## src/rtl/tinyml_source_common_pkg.sv

```systemverilog
// Shared definitions for the tinyml source-common blocks: stream-reader FSM
// state encoding and a ceiling-log2 helper for sizing pointers and counters.
package tinyml_source_common_pkg;

    typedef enum logic [1:0] {
        ST_IDLE  = 2'd0,
        ST_READ  = 2'd1,
        ST_DRAIN = 2'd2
    } reader_state_e;

    function automatic int log2_ceil(input int value);
        int r;
        r = 0;
        while ((1 << r) < value) r = r + 1;
        return r;
    endfunction

endpackage

```

## src/rtl/tinyml_source_common_sync_fifo.sv

```systemverilog
// Single-clock first-word-fall-through FIFO; rd_data reads as zero while empty
// so nothing stale leaks out after reset.
module tinyml_source_common_sync_fifo
    import tinyml_source_common_pkg::*;
#(
    parameter int DATA_WIDTH = 8,
    parameter int DEPTH      = 4
) (
    input  logic                        clk,
    input  logic                        rst,
    input  logic                        wr_en,
    input  logic [DATA_WIDTH-1:0]       wr_data,
    input  logic                        rd_en,
    output logic                        rd_valid,
    output logic [DATA_WIDTH-1:0]       rd_data,
    output logic [log2_ceil(DEPTH):0]   count
);

    localparam int PW = log2_ceil(DEPTH);

    logic [DATA_WIDTH-1:0] mem [DEPTH];
    logic [PW:0]           wr_ptr;
    logic [PW:0]           rd_ptr;
    logic                  full;
    logic                  do_wr;
    logic                  do_rd;

    // Pointers carry one extra wrap bit so full and empty are distinguishable.
    assign count    = wr_ptr - rd_ptr;
    assign full     = count[PW];
    assign rd_valid = (count != '0);
    assign rd_data  = rd_valid ? mem[rd_ptr[PW-1:0]] : '0;
    assign do_wr    = wr_en && !full;
    assign do_rd    = rd_en && rd_valid;

    always_ff @(posedge clk) begin
        if (do_wr) mem[wr_ptr[PW-1:0]] <= wr_data;
    end

    always_ff @(posedge clk or posedge rst) begin
        if (rst) begin
            wr_ptr <= '0;
            rd_ptr <= '0;
        end else begin
            if (do_wr) wr_ptr <= wr_ptr + (PW+1)'(1);
            if (do_rd) rd_ptr <= rd_ptr + (PW+1)'(1);
        end
    end

endmodule

```

## src/rtl/tinyml_source_common_ram_stream_reader.sv

```systemverilog
// Streams a burst of RAM words (base_addr, length) out on a valid/ready port.
// Optional m_last output is built when TINYML_RAM_READER_LAST_EN is defined.
//
// Handshake: a beat moves on a clock edge where m_valid && m_ready; once m_valid
// rises it stays high with m_data frozen until that beat is taken.
module tinyml_source_common_ram_stream_reader
    import tinyml_source_common_pkg::*;
#(
    parameter int DATA_WIDTH   = 8,
    parameter int ADDR_WIDTH   = 9,
    parameter int READ_LATENCY = 2,
    parameter int FIFO_DEPTH   = 4
) (
    input  logic                  clk,
    input  logic                  rst,
    input  logic                  start,
    input  logic [ADDR_WIDTH-1:0] base_addr,
    input  logic [ADDR_WIDTH:0]   length,
    output logic                  busy,
    output logic                  done,
    output logic [ADDR_WIDTH-1:0] ram_raddr,
    output logic                  ram_re,
    input  logic [DATA_WIDTH-1:0] ram_rdata,
    output logic                  m_valid,
    output logic [DATA_WIDTH-1:0] m_data,
    input  logic                  m_ready,
`ifdef TINYML_RAM_READER_LAST_EN
    output logic                  m_last,
`endif
    output reader_state_e         dbg_state
);

    localparam int CW  = ADDR_WIDTH + 1;
    localparam int FCW = log2_ceil(FIFO_DEPTH) + 1;
    localparam int OW  = FCW + 1;

    if (READ_LATENCY != 1 && READ_LATENCY != 2) begin : g_bad_latency
        $error("READ_LATENCY must be 1 or 2");
    end
    if ((FIFO_DEPTH & (FIFO_DEPTH - 1)) != 0 || FIFO_DEPTH < READ_LATENCY + 2) begin : g_bad_depth
        $error("FIFO_DEPTH must be a power of 2 and at least READ_LATENCY+2");
    end

    reader_state_e          state;
    logic [ADDR_WIDTH-1:0]  base_q;
    logic [CW-1:0]          len_q;
    logic [CW-1:0]          issued;
    logic [CW-1:0]          delivered;
    logic [READ_LATENCY-1:0] tag;
    logic [OW-1:0]          inflight;
    logic [FCW-1:0]         fifo_count;
    logic                   beat;

    always_comb begin
        inflight = '0;
        for (int i = 0; i < READ_LATENCY; i++) inflight = inflight + OW'(tag[i]);
    end

    // Credit rule: every read in flight already owns a FIFO slot.
    assign ram_re    = (state == ST_READ) && (issued < len_q) &&
                       ((inflight + OW'(fifo_count)) < OW'(FIFO_DEPTH));
    assign ram_raddr = base_q + issued[ADDR_WIDTH-1:0];
    assign beat      = m_valid && m_ready;
    assign dbg_state = state;

`ifdef TINYML_RAM_READER_LAST_EN
    assign m_last = m_valid && (delivered == len_q - CW'(1));
`endif

    always_ff @(posedge clk or posedge rst) begin
        if (rst) begin
            tag <= '0;
        end else begin
            tag[0] <= ram_re;
            for (int i = 1; i < READ_LATENCY; i++) tag[i] <= tag[i-1];
        end
    end

    always_ff @(posedge clk or posedge rst) begin
        if (rst) begin
            state     <= ST_IDLE;
            busy      <= 1'b0;
            done      <= 1'b0;
            base_q    <= '0;
            len_q     <= '0;
            issued    <= '0;
            delivered <= '0;
        end else begin
            done <= 1'b0;
            if (ram_re) issued <= issued + CW'(1);
            if (beat) delivered <= delivered + CW'(1);
            case (state)
                ST_IDLE: begin
                    if (start) begin
                        if (length != '0) begin
                            base_q    <= base_addr;
                            len_q     <= length;
                            issued    <= '0;
                            delivered <= '0;
                            busy      <= 1'b1;
                            state     <= ST_READ;
                        end else begin
                            done <= 1'b1;
                        end
                    end
                end
                ST_READ: begin
                    if (issued == len_q) state <= ST_DRAIN;
                end
                ST_DRAIN: begin
                    if (beat && (delivered == len_q - CW'(1))) begin
                        busy  <= 1'b0;
                        done  <= 1'b1;
                        state <= ST_IDLE;
                    end
                end
                default: state <= ST_IDLE;
            endcase
        end
    end

    tinyml_source_common_sync_fifo #(
        .DATA_WIDTH (DATA_WIDTH),
        .DEPTH      (FIFO_DEPTH)
    ) u_fifo (
        .clk      (clk),
        .rst      (rst),
        .wr_en    (tag[READ_LATENCY-1]),
        .wr_data  (ram_rdata),
        .rd_en    (beat),
        .rd_valid (m_valid),
        .rd_data  (m_data),
        .count    (fifo_count)
    );

endmodule
```

## config.mk

```make
export PLATFORM = sky130hd
export DESIGN_NAME = tinyml_source_common_ram_stream_reader
export DESIGN_NICKNAME = d
export VERILOG_FILES = /design/src/rtl/tinyml_source_common_pkg.sv /design/src/rtl/tinyml_source_common_sync_fifo.sv /design/src/rtl/tinyml_source_common_ram_stream_reader.sv
export SDC_FILE = /design/constraint.sdc
export NUM_CORES = 1
export LEC_CHECK = 0
export BUFFER_PORTS_ARGS = -buffer_cell sky130_fd_sc_hd__buf_2
export CORE_MARGIN = 2
export CORE_UTILIZATION = 55
export CTS_CLUSTER_DIAMETER = 80
export DETAILED_ROUTE_END_ITERATION = 10
export PLACE_DENSITY_LB_ADDON = 0.1
export SETUP_SLACK_MARGIN = 0.5
export SYNTH_ARGS = -nofsm -noshare
export SYNTH_HDL_FRONTEND = slang
export SYNTH_HIERARCHICAL = 1
export SYNTH_SLANG_ARGS = --single-unit
```

## constraint.sdc

```tcl
create_clock -name clk -period 5.3 [get_ports clk]
set_input_delay 0.795 -clock clk [delete_from_list [all_inputs] [get_ports clk]]
set_output_delay 0.795 -clock clk [all_outputs]
set_load 0.01 [all_outputs]
```

### Word-level counts from Yosys, hierarchy flattened

Memory sizes are Yosys's and may differ from the RTL's.
Index checks and enable logic that the tools add are counted.

* register bits: 51
* RAM bits: 32
* input bits: 31
* output and inout bits: 23
* memories kept: 1

* add/sub/neg operators: 9
* $lt $le $gt $ge: 2
* equal/unequal tests: 8
* multiplexer cells: 24
* reductions and logical operators: 14

Memories
* u_fifo.mem: depth 4, width 8, rd ports 1, clocked after Yosys merged registers in 0, wr ports 1, RTL line tinyml_source_common_sync_fifo.sv:21 `logic [DATA_WIDTH-1:0] mem [DEPTH];`

Operators with widths (number)
* $mux W10: 8
* $add A10 B1 Y10 const B: 2
* $eq A10 B10 Y1: 2
* $lt A10 B10 Y1: 1
* $reduce_bool A10 Y1: 1
* $sub A10 B1 Y10 const B: 1
* $add A9 B9 Y9: 1
* $mux W1: 8
* $mux W2: 4
* $mux W8: 1
* $reduce_and A4 Y1: 2
* $add A3 B1 Y3 const B: 2
* $logic_and A1 B1 Y1: 6
* $ne A2 B2 Y1 const B: 3
* $pmux W2 S3: 1
* $add A2 B3 Y4: 1
* $lt A4 B3 Y1 const B: 1
* $pmux W1 S2: 2
* $reduce_and A3 Y1: 1
* $reduce_bool A3 Y1: 1
* $sub A3 B3 Y3: 1
* $add A1 B1 Y2: 1
* $eq A2 B1 Y1 const B: 1
* $eq A2 B2 Y1 const B: 1
* other kinds (4): 4

### Longest topological paths before layout

* depth in word-level cells: 8
* gate-level depth with buffers: 13

### Modules after synthesis

The synthesis kept the hierarchy.

By module, submodules not included
* tinyml_source_common_ram_stream_reader: instances 1, cells each 298, area each 2859.0 um2, seq. area each 1126.1 um2
* tinyml_source_common_sync_fifo: instances 1, cells each 91, area each 1647.8 um2, seq. area each 1111.1 um2

### Least setup slack after synthesis

Ideal clock, no wire load.

* kind: register -> register
* start: register u_fifo.wr_ptr[0]
* end: register busy
* setup time: 121 ps
* arrival: 3190 ps
* path slack: 1989 ps
* cell stages (with the launch flop): 14
* cell sequence: dfrtp_1 -> inv_1 -> ha_1 -> fa_1 -> xor3_2 -> nor2_2 -> inv_1 -> and2_1 -> clkbuf_1 -> nand3_1 -> nor3_1 -> nand4_1 -> or4_4 -> o22a_1

* word-level cells in the longest chain between the ends: 6

RTL lines
* start: declaration: RTL line tinyml_source_common_sync_fifo.sv:22 `logic [PW:0] wr_ptr;`
* start signal: assignment: RTL line tinyml_source_common_sync_fifo.sv:45 `if (do_wr) wr_ptr <= wr_ptr + (PW+1)'(1);`
* $sub A3 B3 Y3: RTL line tinyml_source_common_sync_fifo.sv:29 `assign count = wr_ptr - rd_ptr;`
* named net fifo_count[2]: RTL line tinyml_source_common_ram_stream_reader.sv:51 `logic [FCW-1:0] fifo_count;`
* $reduce_bool A3 Y1: RTL line tinyml_source_common_sync_fifo.sv:31 `assign rd_valid = (count != '0);`
* named net m_valid: RTL line tinyml_source_common_ram_stream_reader.sv:24 `output logic m_valid,`
* $logic_and A1 B1 Y1: RTL line tinyml_source_common_ram_stream_reader.sv:63 `assign beat = m_valid && m_ready;`
* named net beat: RTL line tinyml_source_common_ram_stream_reader.sv:52 `logic beat;`
* $logic_and A1 B1 Y1: RTL line tinyml_source_common_ram_stream_reader.sv:111 `if (beat && (delivered == len_q - CW'(1))) begin`
* $ne A2 B2 Y1 (no source line)
* $reduce_and A4 Y1 (no source line)
* end signal: assignment: RTL line tinyml_source_common_ram_stream_reader.sv:82 `busy <= 1'b0;`
* end signal: assignment: RTL line tinyml_source_common_ram_stream_reader.sv:100 `busy <= 1'b1;`
* end signal: assignment: RTL line tinyml_source_common_ram_stream_reader.sv:112 `busy <= 1'b0;`
* end: declaration: RTL line tinyml_source_common_ram_stream_reader.sv:19 `output logic busy,`

The timed path passes the listed nets, and every way through them passes these cells.
A chain may end at the register's enable or synchronous reset.

### Worst setup path after layout

* start: register u_fifo.rd_ptr[0]
* end: output ram_re

* word-level cells in the longest chain between the ends: 4

RTL lines
* start: declaration: RTL line tinyml_source_common_sync_fifo.sv:23 `logic [PW:0] rd_ptr;`
* start signal: assignment: RTL line tinyml_source_common_sync_fifo.sv:46 `if (do_rd) rd_ptr <= rd_ptr + (PW+1)'(1);`
* $sub A3 B3 Y3: RTL line tinyml_source_common_sync_fifo.sv:29
* named net fifo_count[2]: RTL line tinyml_source_common_ram_stream_reader.sv:51
* $add A2 B3 Y4: RTL line tinyml_source_common_ram_stream_reader.sv:61 `((inflight + OW'(fifo_count)) < OW'(FIFO_DEPTH));`
* $lt A4 B3 Y1: RTL line tinyml_source_common_ram_stream_reader.sv:61
* $logic_and A1 B1 Y1: RTL line tinyml_source_common_ram_stream_reader.sv:60 `assign ram_re = (state == ST_READ) && (issued < len_q) &&`
* end: declaration: RTL line tinyml_source_common_ram_stream_reader.sv:22 `output logic ram_re,`

The timed path passes the listed nets, and every way through them passes these cells.

==> out/results.ini <==
[run_status]
status = finished clean

[sta]
maxClockFrequency_ghz = 0.246
layout_worst_path_cycle_share = 0.766
setup_viol = 0
fin_worst_hold_slack_ps = 365
fin_worst_skew_ps = 8.43
worst_margin_pin_slew_ps = 955
finalMaxSlewViolations = 0
timing.final.hold_violations = 0
rsz0062_at_grt = no
timing.max_slew.rel_slack = 0.362
layout_min_cycle_time_ps = 4060
setup_tns_ps = 0

[global_route]
grt_antenna_before_repair = 0
grt-ovfl-total = 0
grt_pass1_vias = 2921
global_route_wire_length_before_repair_um = 14200
groute.usage.overall = 0.208
grt_max_degree = 46

[cells_and_area]
multi_input_comb_area_sq_um = 2090
antenna_cells_inserted = 0
fillerInstances = 672
area_growth_pct = 12.0
net_count_reported_at_finish = 503
final_cell_area_sq_um = 5050
regArea_sq_um = 2240
layout-drive-gt1-share = 0.219
mostFrequentLayoutCells = 53 x sky130_fd_sc_hd__buf_2, 51 x sky130_fd_sc_hd__dfrtp_1, 33 x sky130_fd_sc_hd__nand2_1
layout.cells.most_common = sky130_fd_sc_hd__buf_2

[clock_network]
clk_path_buf_depth = 2
cts_resized = 0
cts.hold.buffers_added = 0
cts_buffers = 9
cts_tree = done
clock-root-buffer = sky130_fd_sc_hd__clkbuf_8
cts_setup_buffers = 0
cts_max_level = 3
clkSlewWorstSetupHoldPaths_ps = 80
clock_sink_count = 83
clock_insertion_delay_worst_skew_ps = 350

[drt]
wl_um = 8480
drc = 0
initialDrtViolationCount = 144
vias = 3015
vias_per_cell = 5.46
antenna_violating_nets_post_route = 0
post_drt_wl_per_cell_um = 15.4
first_pass_iters = 4

[critical_path]
rrSetupSlack_ps = 1670
crit_path_max_incr_delay_ps = 610
reg2reg_depth = 11
critPathArrivalTime_ps = 3260
critical_path_class = reg2out
rr_startpoint = u_fifo/rd_ptr[0]
worst_path_max_delay_cell = sky130_fd_sc_hd__dfrtp_1
reg2reg_to = busy
cp-startpoint = u_fifo/rd_ptr[0]
cp_data_required_time_ps = 4510
worstSetupEndpointType = primary output
cells_along_the_critical_path = ha_1, fa_1, xor3_2, a2111oi_4, o221a_4, nand2_4, inv_1, buf_2
start_kind = flop
worstPathMaxFanout = 14

[floorplanning]
die-width_um = 94.5
io-pin-count = 54
die-height_um = 94.5
die_area_sq_um = 8930
start_util = 0.557
rows = 33
design.core.area_sq_um = 8090

[synth]
synth_warnings = 6
synth_nets = 450
post_synth_edffs = 32
yosysSeqAreaShare = 0.496
yosys_register_bits = 83
async_sr_flop_fraction = 0.614
synth-main-ff-cell = sky130_fd_sc_hd__dfrtp_1
synth_area_per_cell_sq_um = 11.6
synthesis.area_sq_um = 4510
synthDistinctLibCells = 56
post_synth_inst_count = 389

[worst_hold_path]
worst_hold_path_type = in2async

[pwr]
power_mw = 3.41
vdd_ir_drop_max_mv = 0.454
power_leakage_nw = 2.16
power.density_cell_area_nw_per_um2 = 675

[run]
cap_viol_max_count = 0

[placed_design]
final_gp_congestion = 0.829
dp_hpwl_um = 6100
dpl-instance-area_sq_um = 4850
io_buffer_count = 53

==> per-stage QoR <==
| step | utilization | worst slack [ps] | instances |
|---|---|---|---|
| floorplan | - | 1990 | 389 |
| global route | 0.624 | 1060 | 552 |
| CTS | 0.624 | 1170 | 552 |
| global placement | 0.599 | 1670 | 536 |
| finish | 0.624 | 1240 | 552 |
| detailed placement | 0.599 | 1600 | 536 |
==> state kept, by name (all words and copies together), names as in the netlist <==
name / count
u_fifo/mem: 32
delivered: 10
issued: 10
len_q: 10
base_q: 9
u_fifo/rd_ptr: 3
u_fifo/wr_ptr: 3
dbg_state: 2
tag: 2
busy: 1
done: 1
==> per-layer routing <==
metal / wire [um] / up-vias / track usage
met5: 0 / - / 0
met4: 168 / 0 / 0.0821
met3: 299 / 14 / 0.0359
met2: 4000 / 52 / 0.330
met1: 4010 / 1450 / 0.288
li1: - / 1499 / -
==> how the worst max path moves through the flow <==
stage / to / cells past startpoint
final: ram_re / 8
after floorplan: busy / 13
after CTS: ram_re / 8
after detailed placement: ram_re / 8
after global placement: ram_re / 8
after global routing: ram_re / 8
==> logic make-up after synthesis <==
family	after synthesis	synth area share
buffers and inverters	42	0.0397
multiplexers	23	0.0775
XOR/XNOR	34	0.0697
flip-flops	83	0.496
adder cells (fa/ha/maj)	30	0.0866
AO/OA/AOI/OAI	57	0.0883
AND/OR/NAND/NOR	120	0.142
==> area by class of cell <==
cell class	count	area share
clock buffer	10	0.0253
clock inverter	6	0.0146
inverter	30	0.0223
multi-input combinational	264	0.415
sequential	83	0.443
tap	105	0.0260
timing repair buffer	54	0.0540
==> where the power goes <==
group / internal, mW / switching [mW] / leakage [nW] / total [mW]
Sequential: 0.893 / 0.253 / 0.909 / 1.15
Clock: 0.224 / 0.240 / 0.0950 / 0.463
Combinational: 0.854 / 0.942 / 1.16 / 1.80
==> critical path, delay by kind of cell (launching register included) <==
kind            cells  cell delay [ps]
simple gates        1               90
compound gates      2              640
buf+inv             2              300
xor+xnor            1              510
fa+ha+maj           2              760
flops               1              610
==> cell usage after synthesis (4+ instances only) <==
cell,n,share of area
sky130_fd_sc_hd__edfxtp_1,32,0.21
sky130_fd_sc_hd__mux2_2,7,0.017
sky130_fd_sc_hd__o21ai_0,17,0.019
sky130_fd_sc_hd__nor2_1,23,0.019
sky130_fd_sc_hd__inv_1,30,0.025
sky130_fd_sc_hd__and2_1,7,0.0097
sky130_fd_sc_hd__nor2b_1,10,0.014
sky130_fd_sc_hd__o31ai_1,7,0.012
sky130_fd_sc_hd__nand3_1,7,0.0078
sky130_fd_sc_hd__mux2_1,4,0.010
sky130_fd_sc_hd__xor2_1,13,0.025
sky130_fd_sc_hd__nand2_1,33,0.027
sky130_fd_sc_hd__or4_1,8,0.013
sky130_fd_sc_hd__nand4_1,10,0.014
sky130_fd_sc_hd__a21o_1,4,0.0067
sky130_fd_sc_hd__a21oi_1,14,0.016
sky130_fd_sc_hd__ha_1,28,0.078
sky130_fd_sc_hd__xnor2_1,20,0.039
sky130_fd_sc_hd__mux4_2,8,0.040
sky130_fd_sc_hd__nor3_1,5,0.0056
sky130_fd_sc_hd__dfrtp_1,51,0.28
Note: power is estimated with default switching activity, not from simulation.
